==> config.mk <==
export PLATFORM = sky130hd
export DESIGN_NAME = imem_loader
export DESIGN_NICKNAME = d
export VERILOG_FILES = /design/src/rtl/imem_loader_pkg.sv /design/src/rtl/imem_loader_word_packer.sv /design/src/rtl/imem_loader.sv
export SDC_FILE = /design/constraint.sdc
export NUM_CORES = 1
export LEC_CHECK = 0
export BUFFER_PORTS_ARGS = -buffer_cell sky130_fd_sc_hd__buf_4
export CAP_MARGIN = 20
export CORE_MARGIN = 2
export CORE_UTILIZATION = 50
export DETAILED_ROUTE_END_ITERATION = 10
export PLACE_DENSITY = 0.74
export SETUP_SLACK_MARGIN = 0.05
export SYNTH_ARGS = -nofsm -noshare
export SYNTH_HDL_FRONTEND = slang
export SYNTH_HIERARCHICAL = 1
export SYNTH_SLANG_ARGS = --single-unit
==> constraint.sdc <==
create_clock -name clk -period 2.6 [get_ports clk]
set_input_delay 0.52 -clock clk [delete_from_list [all_inputs] [get_ports clk]]
set_output_delay 0.52 -clock clk [all_outputs]
set_load 0.05 [all_outputs]
==> src/rtl/imem_loader_pkg.sv <==
// Shared types and constants for the instruction-memory loader.
package imem_loader_pkg;

  typedef enum logic [2:0] {
    StIdle,
    StLen0,
    StLen1,
    StData,
    StWrite,
    StChk,
    StDone,
    StErr
  } state_e;

  localparam int unsigned HDR_BYTES = 2;
  localparam int unsigned LANE_W    = 8;

  // Byte address of word `idx`, wrapping at 32 bits.
  function automatic logic [31:0] word_addr(input logic [31:0] base, input logic [15:0] idx);
    return base + {14'b0, idx, 2'b00};
  endfunction

endpackage

==> src/rtl/imem_loader_word_packer.sv <==
// Little-endian byte-to-word assembler with a running XOR checksum of all shifted bytes.
module imem_loader_word_packer
  import imem_loader_pkg::*;
(
  input  logic              clk,
  input  logic              reset,
  input  logic              clear,
  input  logic              shift,
  input  logic [LANE_W-1:0] data,
  output logic [31:0]       word,
  output logic [31:0]       word_next,
  output logic [7:0]        checksum,
  output logic              word_complete
);

  logic [1:0]  lane_q;
  logic [31:0] word_q;
  logic [7:0]  checksum_q;

  // Word including the byte being shifted this cycle, so the writer can latch it on the 4th byte.
  always_comb begin
    word_next = word_q;
    word_next[{lane_q, 3'b000} +: LANE_W] = data;
  end

  assign word_complete = shift && (lane_q == 2'd3);
  assign word          = word_q;
  assign checksum      = checksum_q;

  always_ff @(posedge clk) begin
    if (reset || clear) begin
      lane_q     <= 2'd0;
      word_q     <= 32'd0;
      checksum_q <= 8'd0;
    end else if (shift) begin
      lane_q     <= lane_q + 2'd1;
      word_q     <= word_next;
      checksum_q <= checksum_q ^ data;
    end
  end

endmodule

==> src/rtl/imem_loader.sv <==
// Loads a length-prefixed, XOR-checksummed byte stream into instruction memory and
// holds the core in reset until a verified program is in place.
module imem_loader
  import imem_loader_pkg::*;
#(
  parameter int unsigned DEPTH_WORDS = 64,
  parameter logic [31:0] BASE_ADDR   = 32'h0000_0000
) (
  input  logic        clk,
  input  logic        reset,
  input  logic        start,
  input  logic        byte_valid,
  input  logic [7:0]  byte_data,
  output logic        byte_ready,
  output logic        imem_we,
  output logic [31:0] imem_addr,
  output logic [31:0] imem_wdata,
  output logic        cpu_hold,
  output logic        done,
  output logic        error,
  output logic [15:0] words_loaded
);

  state_e      state;
  logic [15:0] len_q;
  logic [15:0] len_next;
  logic        xfer;
  logic        start_ok;
  logic        shift;
  logic [31:0] word;
  logic [31:0] word_next;
  logic [7:0]  checksum;
  logic        word_complete;

  assign xfer     = byte_valid && byte_ready;
  assign start_ok = start && (state == StIdle || state == StDone || state == StErr);
  assign shift    = xfer && (state == StData);
  assign len_next = {byte_data, len_q[7:0]};

  imem_loader_word_packer u_packer (
    .clk           (clk),
    .reset         (reset),
    .clear         (start_ok),
    .shift         (shift),
    .data          (byte_data),
    .word          (word),
    .word_next     (word_next),
    .checksum      (checksum),
    .word_complete (word_complete)
  );

  always_ff @(posedge clk) begin
    if (reset) begin
      state        <= StIdle;
      len_q        <= 16'd0;
      byte_ready   <= 1'b0;
      imem_we      <= 1'b0;
      imem_addr    <= 32'd0;
      imem_wdata   <= 32'd0;
      cpu_hold     <= 1'b1;
      done         <= 1'b0;
      error        <= 1'b0;
      words_loaded <= 16'd0;
    end else begin
      imem_we <= 1'b0;
      case (state)
        StIdle, StDone, StErr: begin
          if (start_ok) begin
            state        <= StLen0;
            byte_ready   <= 1'b1;
            cpu_hold     <= 1'b1;
            done         <= 1'b0;
            error        <= 1'b0;
            words_loaded <= 16'd0;
          end
        end
        StLen0: begin
          if (xfer) begin
            len_q[7:0] <= byte_data;
            state      <= StLen1;
          end
        end
        StLen1: begin
          if (xfer) begin
            len_q[15:8] <= byte_data;
            if (32'(len_next) > DEPTH_WORDS) begin
              state      <= StErr;
              byte_ready <= 1'b0;
              error      <= 1'b1;
            end else if (len_next == 16'd0) begin
              state <= StChk;
            end else begin
              state <= StData;
            end
          end
        end
        StData: begin
          // The stream stalls for the write cycle, capping throughput at one word per 5 cycles.
          if (word_complete) begin
            state      <= StWrite;
            byte_ready <= 1'b0;
            imem_we    <= 1'b1;
            imem_addr  <= word_addr(BASE_ADDR, words_loaded);
            imem_wdata <= word_next;
          end
        end
        StWrite: begin
          words_loaded <= words_loaded + 16'd1;
          byte_ready   <= 1'b1;
          state        <= (words_loaded + 16'd1 == len_q) ? StChk : StData;
        end
        StChk: begin
          if (xfer) begin
            byte_ready <= 1'b0;
            if (byte_data == checksum) begin
              state    <= StDone;
              done     <= 1'b1;
              cpu_hold <= 1'b0;
            end else begin
              state <= StErr;
              error <= 1'b1;
            end
          end
        end
        default: state <= StIdle;
      endcase
    end
  end

endmodule

# After elaboration in Yosys (flattened, before gate mapping)
# Index checks and enable logic that the tools add are counted.
# totals
ff_bits	130
in_bits	12
out_inout_bits	85
elab_cells	95
# op_classes
add_sub_neg	3
n_lt_le_gt_ge	1
n_eq_ne	18
shifts	2
muxes	32
bitwise_logic	2
reduce_logical	23
# ops
cell	n
bitwise mux 32 bit	1
one-hot mux 16 bit (2 select lines)	1
variable shift 8 x 7 -> 32 bit (first input constant)	1
indexed part select 8 x 7 -> 32 bit	1
2-to-1 mux 3 bit	8
one-hot mux 3 bit (6 select lines)	1
adder 16 x 1 -> 16 bit (second input constant)	1
equality test 16 bit	1
> comparator 16 x 7 -> 1 bit (second input constant)	1
zero test 16 bit	1
2-to-1 mux 1 bit	16
2-to-1 mux 16 bit	1
equality test 3 bit (second input constant)	4
!= test 2 bit (second input constant)	6
AND reduction 6 bit	2
equality test 8 bit	1
AND reduction 2 bit	4
XOR 8 bit	1
negation 5 -> 7 bit	1
equality test 3 x 2 -> 1 bit (second input constant)	2
one-hot mux 1 bit (5 select lines)	1
AND reduction 5 bit	1
nonzero test 5 bit	1
logical AND 1 bit	4
14 further kinds	19

# Longest topological paths before layout
# Gate-level depths: netlist of run 1.
# logic_depth
word_depth	6
mapped_depth	11
depth_no_buf	9

# Modules after synthesis
# Netlist of run 1, hierarchy kept.
# modules_own_cells
mod	n_inst	cells_each	area_each_um2	seq_area_each_um2
imem_loader	1	548	4219.0	1761.7
imem_loader_word_packer	1	265	2099.5	840.8

# Least setup slack after synthesis of run 1
# Ideal clock, no wire load.
# synth_path
path_type	register to register
start	register words_loaded[0]
end	register state[1]
setup_ns	0.128
arrival_ns	2.639
t_required_ns	2.472
setup_slack_ns	-0.166
stages_incl_launch_ff	8
n_path_buf	0
synth_period_minus_slack_ns	2.766
path_cell_list	dfxtp_1 -> ha_1 -> nand3_2 -> nor4_1 -> xnor2_1 -> or4_4 -> o31ai_1 -> a21oi_1
# synth_via
elab_chain_cells	4
# synth_rtl
item	line	source
from (decl)	imem_loader.sv:21	output logic [15:0] words_loaded
from (signal assigned)	imem_loader.sv:108	words_loaded <= words_loaded + 16'd1;
adder 16 x 1 -> 16 bit	imem_loader.sv:110	state <= (words_loaded + 16'd1 == len_q) ? StChk : StData;
equality test 16 bit	imem_loader.sv:110	
2-to-1 mux 3 bit	imem_loader.sv:110	
one-hot mux 3 bit (6 select lines)	imem_loader.sv:66	case (state)
to (signal assigned)	imem_loader.sv:69	state <= StLen0;
to (signal assigned)	imem_loader.sv:110	
to (signal assigned)	imem_loader.sv:116	state <= StDone;
to (decl)	imem_loader.sv:24	state_e state;
# Every way passes these cells.
# A chain may end at the register's enable or synchronous reset.

# Worst setup path in the final report of run 1
# Same ends and word-level chain as after synthesis.

==> report_table.html, run 1 <==
<table>
<tr><th>Metric</th><th>Value</th></tr>
<tr><th colspan="2">Floorplanning</th></tr>
<tr><td>Rows</td><td>41</td></tr>
<tr><td>Effective utilization at floorplan</td><td>between 50% and 60%</td></tr>
<tr><td>Boundary Pins</td><td>97</td></tr>
<tr><td>Core area</td><td>0.0125 mm^2</td></tr>
<tr><td>Die area</td><td>about 0.014 mm^2</td></tr>
<tr><td>Die H</td><td>around 120 um</td></tr>
<tr><td>Die extent in x</td><td>approximately 120 um</td></tr>
<tr><th colspan="2">Synthesis</th></tr>
<tr><td>Top post-synthesis cells by area</td><td>sky130_fd_sc_hd__dfxtp_1 (41%), sky130_fd_sc_hd__nand2_1 (9.0%), sky130_fd_sc_hd__a21oi_1 (6.3%)</td></tr>
<tr><td>Distinct cells, synth</td><td>60</td></tr>
<tr><td>Post-synth ARST share</td><td>0%</td></tr>
<tr><td>Most frequently used flop master after synthesis</td><td>sky130_fd_sc_hd__dfxtp_1</td></tr>
<tr><td>Most area-hungry cell type in the Yosys netlist</td><td>sky130_fd_sc_hd__dfxtp_1</td></tr>
<tr><td>Synthesized-area fraction occupied by adder cells</td><td>1.19%</td></tr>
<tr><td>Compound-cell area share of the yosys netlist</td><td>19.1%</td></tr>
<tr><td>Proportion of netlist area held by the largest area contributor</td><td>about 41%</td></tr>
<tr><td>Largest family of logic cells by synthesized area</td><td>simple AND/OR/NAND/NOR gates</td></tr>
<tr><td>Cells after Synth</td><td>813</td></tr>
<tr><td>Sequential cell area fraction in the yosys report</td><td>41.2%</td></tr>
<tr><td>Combined area of all synthesized cells</td><td>roughly 0.0063 mm^2</td></tr>
<tr><td>Commonest cells in the netlist</td><td>sky130_fd_sc_hd__nand2_1 (151), sky130_fd_sc_hd__dfxtp_1 (130), sky130_fd_sc_hd__nor2_1 (84)</td></tr>
<tr><td>Number of warnings issued by yosys</td><td>6</td></tr>
<tr><td>Post-Synth XOR/XNOR Area</td><td>around 5.3%</td></tr>
<tr><td>Number of enable flip-flop cells after synthesis</td><td>0</td></tr>
<tr><td>Area share of and/or/nand/nor cells after synthesis</td><td>21.7%</td></tr>
<tr><td>Fraction of synthesized area in multiplexers</td><td>2.69%</td></tr>
<tr><td>Top-count cell post-synth</td><td>sky130_fd_sc_hd__nand2_1</td></tr>
<tr><td>#FFs+latches synth</td><td>130</td></tr>
<tr><td>Avg Synthesized Cell Area</td><td>just under 8 um^2</td></tr>
<tr><th colspan="2">Finish</th></tr>
<tr><td>Area of the multi-input gates</td><td>0.00325 mm^2</td></tr>
<tr><td>Growth of design area from synthesis to finish</td><td>21.9%</td></tr>
<tr><td>Antenna diode count</td><td>0</td></tr>
<tr><td>Filler Cell Count</td><td>about 1,100</td></tr>
<tr><td>Post-layout net count</td><td>between 800 and 900</td></tr>
<tr><td>Register cell area after layout</td><td>0.00261 mm^2</td></tr>
<tr><td>Fraction of layout cells with a size suffix above 1</td><td>18.5%</td></tr>
<tr><td>Layout Cell Area excl Fill</td><td>roughly 0.0077 mm^2</td></tr>
<tr><th colspan="2">Critical path</th></tr>
<tr><td>Critical path peak fanout</td><td>9</td></tr>
<tr><td>Max incr delay on CP</td><td>0.53 ns</td></tr>
<tr><td>Startpoint type of the worst setup path</td><td>register</td></tr>
<tr><td>Setup slack on the worst flop-to-flop path</td><td>around 0.24 ns</td></tr>
<tr><td>Worst endpoint data arrival time</td><td>2.66 ns</td></tr>
<tr><td>Critical path class</td><td>register to register</td></tr>
<tr><td>Critical-path cell list</td><td>ha_2, nand3_2, nor4_2, buf_4, xnor2_1, or4_4, o31ai_2, a21oi_1</td></tr>
<tr><td>R2R cell count</td><td>8</td></tr>
<tr><td>Slowest stage cell on the critical path</td><td>sky130_fd_sc_hd__or4_4</td></tr>
<tr><td>Worst setup EP type</td><td>register</td></tr>
<tr><td>Data required time of the critical path</td><td>2.90 ns</td></tr>
<tr><th colspan="2">STA</th></tr>
<tr><td>Setup clock skew after layout</td><td>between 0.005 and 0.006 ns</td></tr>
<tr><td>Setup repair after global routing missed its margin</td><td>no</td></tr>
<tr><td>F_max</td><td>0.423 GHz</td></tr>
<tr><td>Fin crit period</td><td>2.36 ns</td></tr>
<tr><td>Final sum of negative setup slack</td><td>0 ns</td></tr>
<tr><td>Total count of hold-check failures in the final report</td><td>0</td></tr>
<tr><td>Final number of max-transition violations</td><td>0</td></tr>
<tr><td>Worst-Margin Slew</td><td>0.559 ns</td></tr>
<tr><td>Final Cycle Share</td><td>90.9%</td></tr>
<tr><td>Remaining max-slew budget at the tightest pin</td><td>62.8%</td></tr>
<tr><td>Total setup violations reported at the end of the flow</td><td>0</td></tr>
<tr><th colspan="2">Route</th></tr>
<tr><td>Routed Antenna Nets</td><td>0</td></tr>
<tr><td>Total DRC errors in the routed layout</td><td>0</td></tr>
<tr><td>Via/cell ratio</td><td>about 5.5</td></tr>
<tr><td>Vias after detailed routing</td><td>5,780</td></tr>
<tr><td>Initial drt markers</td><td>~660</td></tr>
<tr><td>Number of detailed-routing iterations run before antenna repair</td><td>5</td></tr>
<tr><td>Final WL</td><td>16,100 um</td></tr>
<tr><td>Average routed wire per standard cell</td><td>15.2 um</td></tr>
<tr><th colspan="2">Clock network</th></tr>
<tr><td>Postcts setup bufs</td><td>0</td></tr>
<tr><td>TritonCTS clock tree</td><td>yes</td></tr>
<tr><td>Worst-case clock buffer depth</td><td>2</td></tr>
<tr><td>Clock Root Buffer</td><td>sky130_fd_sc_hd__clkbuf_16</td></tr>
<tr><td>Worst-skew pair later-pin latency</td><td>around 0.42 ns</td></tr>
<tr><td>Htree depth</td><td>4</td></tr>
<tr><td>Clock buffer count from CTS</td><td>17</td></tr>
<tr><td>CTS clk-pin slew, worst paths</td><td>about 0.06 ns</td></tr>
<tr><td>TritonCTS Sinks</td><td>130</td></tr>
<tr><th colspan="2">Place</th></tr>
<tr><td>Port Buf Inserts</td><td>80</td></tr>
<tr><td>Area after detailed placement</td><td>around 0.0070 mm^2</td></tr>
<tr><td>Last weighted congestion value of the routability-driven placer</td><td>0.926</td></tr>
<tr><td>Hpwl dp</td><td>10,400 um</td></tr>
<tr><th colspan="2">Power and ir drop</th></tr>
<tr><td>Part of the total power dissipated in sequential elements</td><td>39.9%</td></tr>
<tr><td>Combinational share of power</td><td>under 10%</td></tr>
<tr><td>VDD IR-drop max</td><td>0.342 mV</td></tr>
<tr><td>Net switching power</td><td>1.17 mW</td></tr>
<tr><td>Clock share of power</td><td>53.3%</td></tr>
<tr><td>Int Power</td><td>3.88 mW</td></tr>
<tr><td>Total power per unit cell area</td><td>656 mW/mm^2</td></tr>
<tr><td>Switching portion of total power</td><td>23.2%</td></tr>
<tr><td>Static leakage</td><td>~2.9 nW</td></tr>
<tr><th colspan="2">Global routing</th></tr>
<tr><td>Wire length of the first global-routing pass</td><td>26,200 um</td></tr>
<tr><td>Overall overflow remaining after global route</td><td>0</td></tr>
<tr><td>Largest net degree at the start of global routing</td><td>52</td></tr>
<tr><td>Via count of the first global-routing pass</td><td>5,181</td></tr>
<tr><td>Initial antenna violation count</td><td>0</td></tr>
<tr><td>Global-route usage over all layers</td><td>24.6%</td></tr>
<tr><th colspan="2">Worst hold path</th></tr>
<tr><td>Cell depth of the worst hold path</td><td>2</td></tr>
<tr><td>Path class of the lowest-slack min-delay path</td><td>register to register</td></tr>
<tr><th colspan="2">Run status</th></tr>
<tr><td>Result of the run</td><td>completed</td></tr>
<tr><th colspan="2">Job</th></tr>
<tr><td>Max capacitance violation total</td><td>0</td></tr>
</table>
==> routing by layer <==
| metal | global-route usage, % | wire length (um) | up-vias | part of all wire (%) |
|---|---|---|---|---|
| li1 | - | - | 2876 | - |
| met1 | 34.6 | 7660 | 2691 | 48 |
| met2 | 37.4 | 7320 | 186 | 45 |
| met3 | 5.14 | 865 | 27 | 5.4 |
| met4 | 9.05 | 270 | 0 | 1.7 |
| met5 | 0 | 0 | - | 0 |
==> per-stage QoR <==
step	std cells	util [%]	power, mW	setup slack [ns]	hold WS (ns)
after global placement	1028	56.3	2.39	0.218	0.440
after CTS	1060	61.6	5.08	0.177	0.455
after detailed placement	1028	56.3	2.40	0.195	0.447
final	1060	61.8	5.05	0.237	0.452
after floorplan	828	-	2.32	0.0757	0.432
after global routing	1060	61.8	5.21	0.106	0.474
==> cell usage in the layout, fill, tap and decap left out, types with 4 or more instances in the layout <==
master                      Yosys  final
sky130_fd_sc_hd__and3_1         7      7
sky130_fd_sc_hd__or3_1          7      7
sky130_fd_sc_hd__a32oi_1       31     31
sky130_fd_sc_hd__a211oi_1       4      4
sky130_fd_sc_hd__nor2_1        84     84
sky130_fd_sc_hd__dfxtp_1      130    127
sky130_fd_sc_hd__xnor2_1       23     23
sky130_fd_sc_hd__inv_1         32     32
sky130_fd_sc_hd__conb_1         1     16
sky130_fd_sc_hd__nand3_1       11     10
sky130_fd_sc_hd__and2_1         4      4
sky130_fd_sc_hd__o21ai_0       46     46
sky130_fd_sc_hd__buf_4         18    111
sky130_fd_sc_hd__mux2i_1       17     17
sky130_fd_sc_hd__clkbuf_16      0     17
sky130_fd_sc_hd__nand4_1        6      6
sky130_fd_sc_hd__nor2b_1        4      4
sky130_fd_sc_hd__ha_1           6      5
sky130_fd_sc_hd__xor2_1        15     15
sky130_fd_sc_hd__nor3_1         7      7
sky130_fd_sc_hd__a31oi_1        7      7
sky130_fd_sc_hd__a22o_1         8      8
sky130_fd_sc_hd__nor4_1         6      4
sky130_fd_sc_hd__a21oi_1       80     80
sky130_fd_sc_hd__nand2_1      151    151
sky130_fd_sc_hd__bufinv_16      0      5
==> final cells by class <==
cell class | count | share of cell area [%]
Sequential cell | 130 | 33.8
Multi-Input combinational cell | 581 | 42.2
Timing Repair Buffer | 111 | 10.8
Clock buffer | 21 | 6.11
Inverter | 34 | 1.66
Tap cell | 172 | 2.79
Clock inverter | 11 | 2.60
==> cell families (layout without fill, tap and decap cells) <==
kind of cell             Yosys count  in the layout
XOR/XNOR                          38             38
adder cells (fa/ha/maj)            6              6
AND/OR/NAND/NOR                  308            308
AO/OA/AOI/OAI                    196            196
flip-flops                       130            130
multiplexers                      17             17
other                              1             16
buffers and inverters            117            177
==> registers in the layout, indices dropped and copies added (netlist names), 2 cells and up <==
name / flops
imem_addr: 16
imem_wdata: 32
len_q: 16
state: 3
u_packer/checksum: 8
u_packer/lane_q: 2
u_packer/word: 32
words_loaded: 16
==> what timing repair did <==
action / 4_1_cts / 5_1_grt
gates resized for setup: 0 / 4
hold buffers: 0 / 0
endpoints found under the setup margin: 0 / 2
==> worst max-delay path: cells and delay by family, from the launching register on <==
family | cells | cell delay, ns
buf+inv | 1 | 0.16
flops | 1 | 0.40
xor+xnor | 1 | 0.06
fa+ha+maj | 1 | 0.28
compound gates | 2 | 0.33
simple gates | 3 | 1.01
==> power groups by stage <==
stage | registers, mW | logic (mW) | clock network, mW
after global placement | 2.06 | 0.333 | 0
after CTS | 2.02 | 0.337 | 2.73
after detailed placement | 2.06 | 0.337 | 0
after floorplan | 2.07 | 0.252 | 0
after global routing | 2.02 | 0.374 | 2.82
final | 2.02 | 0.341 | 2.69
==> final timing paths <==
check,from,end
setup reg to reg,words_loaded[0],state[1]
setup / recovery,words_loaded[0],state[1]
hold reg to reg,imem_addr[5],imem_addr[5]
hold / removal,imem_addr[5],imem_addr[5]
Note: power is estimated with default switching activity, not from simulation.
==> inputs of run 2 (changes only) <==
CORE_UTILIZATION = 28   (was 50)
PLACE_DENSITY = not set   (was 0.74)
==> run 2 against run 1 <==
  * Non-clock buffer count down 1
  * Combinational power about the same
  * Final cell count up 10%
  * Critical endpoint unchanged
  * Largest cell class unchanged
  * Largest power group unchanged
==> report_table.html, run 2 (synthesis results as in run 1) <==
<table>
<tr><th>Metric</th><th>Value</th></tr>
<tr><th colspan="2">Clock network</th></tr>
<tr><td>Clock buffer count from CTS</td><td>17</td></tr>
<tr><td>Worst-case clock buffer depth</td><td>2</td></tr>
<tr><td>Clock Root Buffer</td><td>sky130_fd_sc_hd__clkbuf_16</td></tr>
<tr><td>Htree depth</td><td>4</td></tr>
<tr><td>TritonCTS clock tree</td><td>yes</td></tr>
<tr><td>Worst-skew pair later-pin latency</td><td>0.42 ns</td></tr>
<tr><td>TritonCTS Sinks</td><td>130</td></tr>
<tr><td>CTS clk-pin slew, worst paths</td><td>0.06 ns</td></tr>
<tr><td>Postcts setup bufs</td><td>0</td></tr>
<tr><th colspan="2">STA</th></tr>
<tr><td>Total count of hold-check failures in the final report</td><td>0</td></tr>
<tr><td>Final sum of negative setup slack</td><td>0 ns</td></tr>
<tr><td>Worst Setup Slack, final</td><td>0.114 ns</td></tr>
<tr><td>Fin crit period</td><td>2.49 ns</td></tr>
<tr><td>Remaining max-slew budget at the tightest pin</td><td>52.7%</td></tr>
<tr><td>F_max</td><td>0.402 GHz</td></tr>
<tr><td>Total setup violations reported at the end of the flow</td><td>0</td></tr>
<tr><td>Final number of max-transition violations</td><td>0</td></tr>
<tr><td>Worst-Margin Slew</td><td>0.709 ns</td></tr>
<tr><td>Final worst hold slack</td><td>0.453 ns</td></tr>
<tr><td>Setup repair after global routing missed its margin</td><td>no</td></tr>
<tr><td>Final Cycle Share</td><td>95.6%</td></tr>
<tr><td>Setup clock skew after layout</td><td>0.00924 ns</td></tr>
<tr><th colspan="2">Global routing</th></tr>
<tr><td>Wire length of the first global-routing pass</td><td>28,200 um</td></tr>
<tr><td>Via count of the first global-routing pass</td><td>5,449</td></tr>
<tr><td>Overall overflow remaining after global route</td><td>0</td></tr>
<tr><td>Initial antenna violation count</td><td>0</td></tr>
<tr><td>Global-route usage over all layers</td><td>between 10 and 15%</td></tr>
<tr><td>Largest net degree at the start of global routing</td><td>66</td></tr>
<tr><th colspan="2">Route</th></tr>
<tr><td>Routed Antenna Nets</td><td>0</td></tr>
<tr><td>Total DRC errors in the routed layout</td><td>0</td></tr>
<tr><td>Initial drt markers</td><td>460</td></tr>
<tr><td>Final WL</td><td>17,500 um</td></tr>
<tr><td>Vias after detailed routing</td><td>5,784</td></tr>
<tr><td>Number of detailed-routing iterations run before antenna repair</td><td>6</td></tr>
<tr><td>Average routed wire per standard cell</td><td>roughly 15 um</td></tr>
<tr><td>Via/cell ratio</td><td>4.96</td></tr>
<tr><th colspan="2">Finish</th></tr>
<tr><td>Register cell area after layout</td><td>0.00261 mm^2</td></tr>
<tr><td>Growth of design area from synthesis to finish</td><td>22.7%</td></tr>
<tr><td>Filler Cell Count</td><td>2,318</td></tr>
<tr><td>Highest-count cells in the layout ignoring fill and taps</td><td>sky130_fd_sc_hd__nand2_1 (151), sky130_fd_sc_hd__dfxtp_1 (127), sky130_fd_sc_hd__buf_4 (110)</td></tr>
<tr><td>Area of the multi-input gates</td><td>0.00324 mm^2</td></tr>
<tr><td>Fraction of layout cells with a size suffix above 1</td><td>18.2%</td></tr>
<tr><td>Most common cell after layout, fill and taps aside</td><td>sky130_fd_sc_hd__nand2_1</td></tr>
<tr><td>Layout Cell Area excl Fill</td><td>around 0.0078 mm^2</td></tr>
<tr><td>Post-layout net count</td><td>892</td></tr>
<tr><td>Antenna diode count</td><td>0</td></tr>
<tr><th colspan="2">Place</th></tr>
<tr><td>Port Buf Inserts</td><td>80</td></tr>
<tr><td>Setup Slack @ Placement</td><td>between 0.1 and 0.15 ns</td></tr>
<tr><td>Hpwl dp</td><td>about 12,000 um</td></tr>
<tr><td>Area after detailed placement</td><td>0.00714 mm^2</td></tr>
<tr><td>Last weighted congestion value of the routability-driven placer</td><td>0.865</td></tr>
<tr><th colspan="2">Power and ir drop</th></tr>
<tr><td>Static leakage</td><td>2.90 nW</td></tr>
<tr><td>Sum of internal, switching and leakage power</td><td>4.81 mW</td></tr>
<tr><td>VDD IR-drop max</td><td>0.253 mV</td></tr>
<tr><td>Total power per unit cell area</td><td>620 mW/mm^2</td></tr>
<tr><th colspan="2">Job</th></tr>
<tr><td>Max capacitance violation total</td><td>0</td></tr>
<tr><th colspan="2">Worst hold path</th></tr>
<tr><td>Destination of the worst hold path</td><td>imem_wdata[13]</td></tr>
<tr><td>Cell depth of the worst hold path</td><td>2</td></tr>
<tr><td>Launch instance of the worst min-delay path</td><td>imem_wdata[13]</td></tr>
<tr><td>Path class of the lowest-slack min-delay path</td><td>register to register</td></tr>
<tr><th colspan="2">Critical path</th></tr>
<tr><td>Source of the critical timing path</td><td>words_loaded[0]</td></tr>
<tr><td>Beginning of the worst register-to-register path</td><td>words_loaded[0]</td></tr>
<tr><td>Startpoint type of the worst setup path</td><td>register</td></tr>
<tr><td>Worst setup EP type</td><td>register</td></tr>
<tr><td>Critical path class</td><td>register to register</td></tr>
<tr><td>R2R cell count</td><td>7</td></tr>
<tr><td>Setup slack on the worst flop-to-flop path</td><td>0.11 ns</td></tr>
<tr><td>Data required time of the critical path</td><td>between 2 and 3 ns</td></tr>
<tr><td>Worst endpoint data arrival time</td><td>2.79 ns</td></tr>
<tr><td>Critical path peak fanout</td><td>9</td></tr>
<tr><td>Worst r2r dst</td><td>state[1]</td></tr>
<tr><th colspan="2">Floorplanning</th></tr>
<tr><td>Rows</td><td>54</td></tr>
<tr><td>Die area</td><td>~0.024 mm^2</td></tr>
<tr><td>Effective utilization at floorplan</td><td>28.8%</td></tr>
<tr><td>Die extent in x</td><td>between 150 and 200 um</td></tr>
<tr><td>Core area</td><td>between 0.02 and 0.025 mm^2</td></tr>
<tr><td>Boundary Pins</td><td>a little under 100</td></tr>
<tr><td>Die H</td><td>154 um</td></tr>
<tr><th colspan="2">Run status</th></tr>
<tr><td>Result of the run</td><td>completed</td></tr>
</table>
[run 2: changes by cell type in the layout (fill, tap and decap cells not counted), sizes merged]
cell,change
buf,-1
bufinv,-3
clkbuf,-3
clkinv,+1
clkinvlp,-1
inv,+6
[run 2: metrics by stage]
| step | instances | utilization (%) |
|---|---|---|
| 6_report | 1167 | 35.3 |
| 5_1_grt | 1167 | 35.3 |
| 4_1_cts | 1167 | 35.3 |
| 3_5_place_dp | 1135 | 32.5 |
| 3_3_place_gp | 1135 | 32.5 |
| 2_1_floorplan | 828 | - |
[run 2: how the worst max path moves through the flow]
stage | to | slack, ns | cells after the start
after global routing | state[1] | 0.05 | 7
final | state[1] | 0.11 | 7
after global placement | state[1] | 0.28 | 7
after detailed placement | state[1] | 0.14 | 7
after floorplan | state[1] | 0.08 | 7
after CTS | state[1] | 0.1 | 7
[run 2: metal layers]
layer / wire [um] / track usage (%) / vias up
met5: 0 / 0 / -
met4: 266 / 5.30 / 0
met3: 1000 / 4.01 / 23
met2: 8260 / 24.5 / 184
met1: 8000 / 18.6 / 2705
li1: - / - / 2872
[run 2: where the power goes]
group / switching [mW] / internal [mW] / total (mW)
Combinational: 0.250 / 0.0896 / 0.339
Sequential: 0.0147 / 2.00 / 2.02
Clock: 0.984 / 1.47 / 2.45
Total: 1.25 / 3.56 / 4.81
[run 2: critical path: stages (launching register included)]
cell and delay (ns):
sky130_fd_sc_hd__dfxtp_2 0.40, sky130_fd_sc_hd__ha_1 0.23, sky130_fd_sc_hd__nand3_2 0.16, sky130_fd_sc_hd__nor4_2 0.51
sky130_fd_sc_hd__xnor2_1 0.14, sky130_fd_sc_hd__or4_4 0.51, sky130_fd_sc_hd__o31ai_1 0.30, sky130_fd_sc_hd__a21oi_1 0.11
[run 2: area by class of cell]
cell class	instances	area share (%)
repair buffers	110	10.7
inverters	34	1.65
clock buffers	18	5.66
flip-flops and latches	130	33.6
multi-input cells	581	41.8
well taps	280	4.52
clock inverters	14	2.15
[run 2: what timing repair did]
action | in CTS | in global routing
hold buffers | 0 | 0
gates resized for setup | 0 | 1
endpoints found under the setup margin | 0 | 2
hold endpoints to repair | 0 | 0
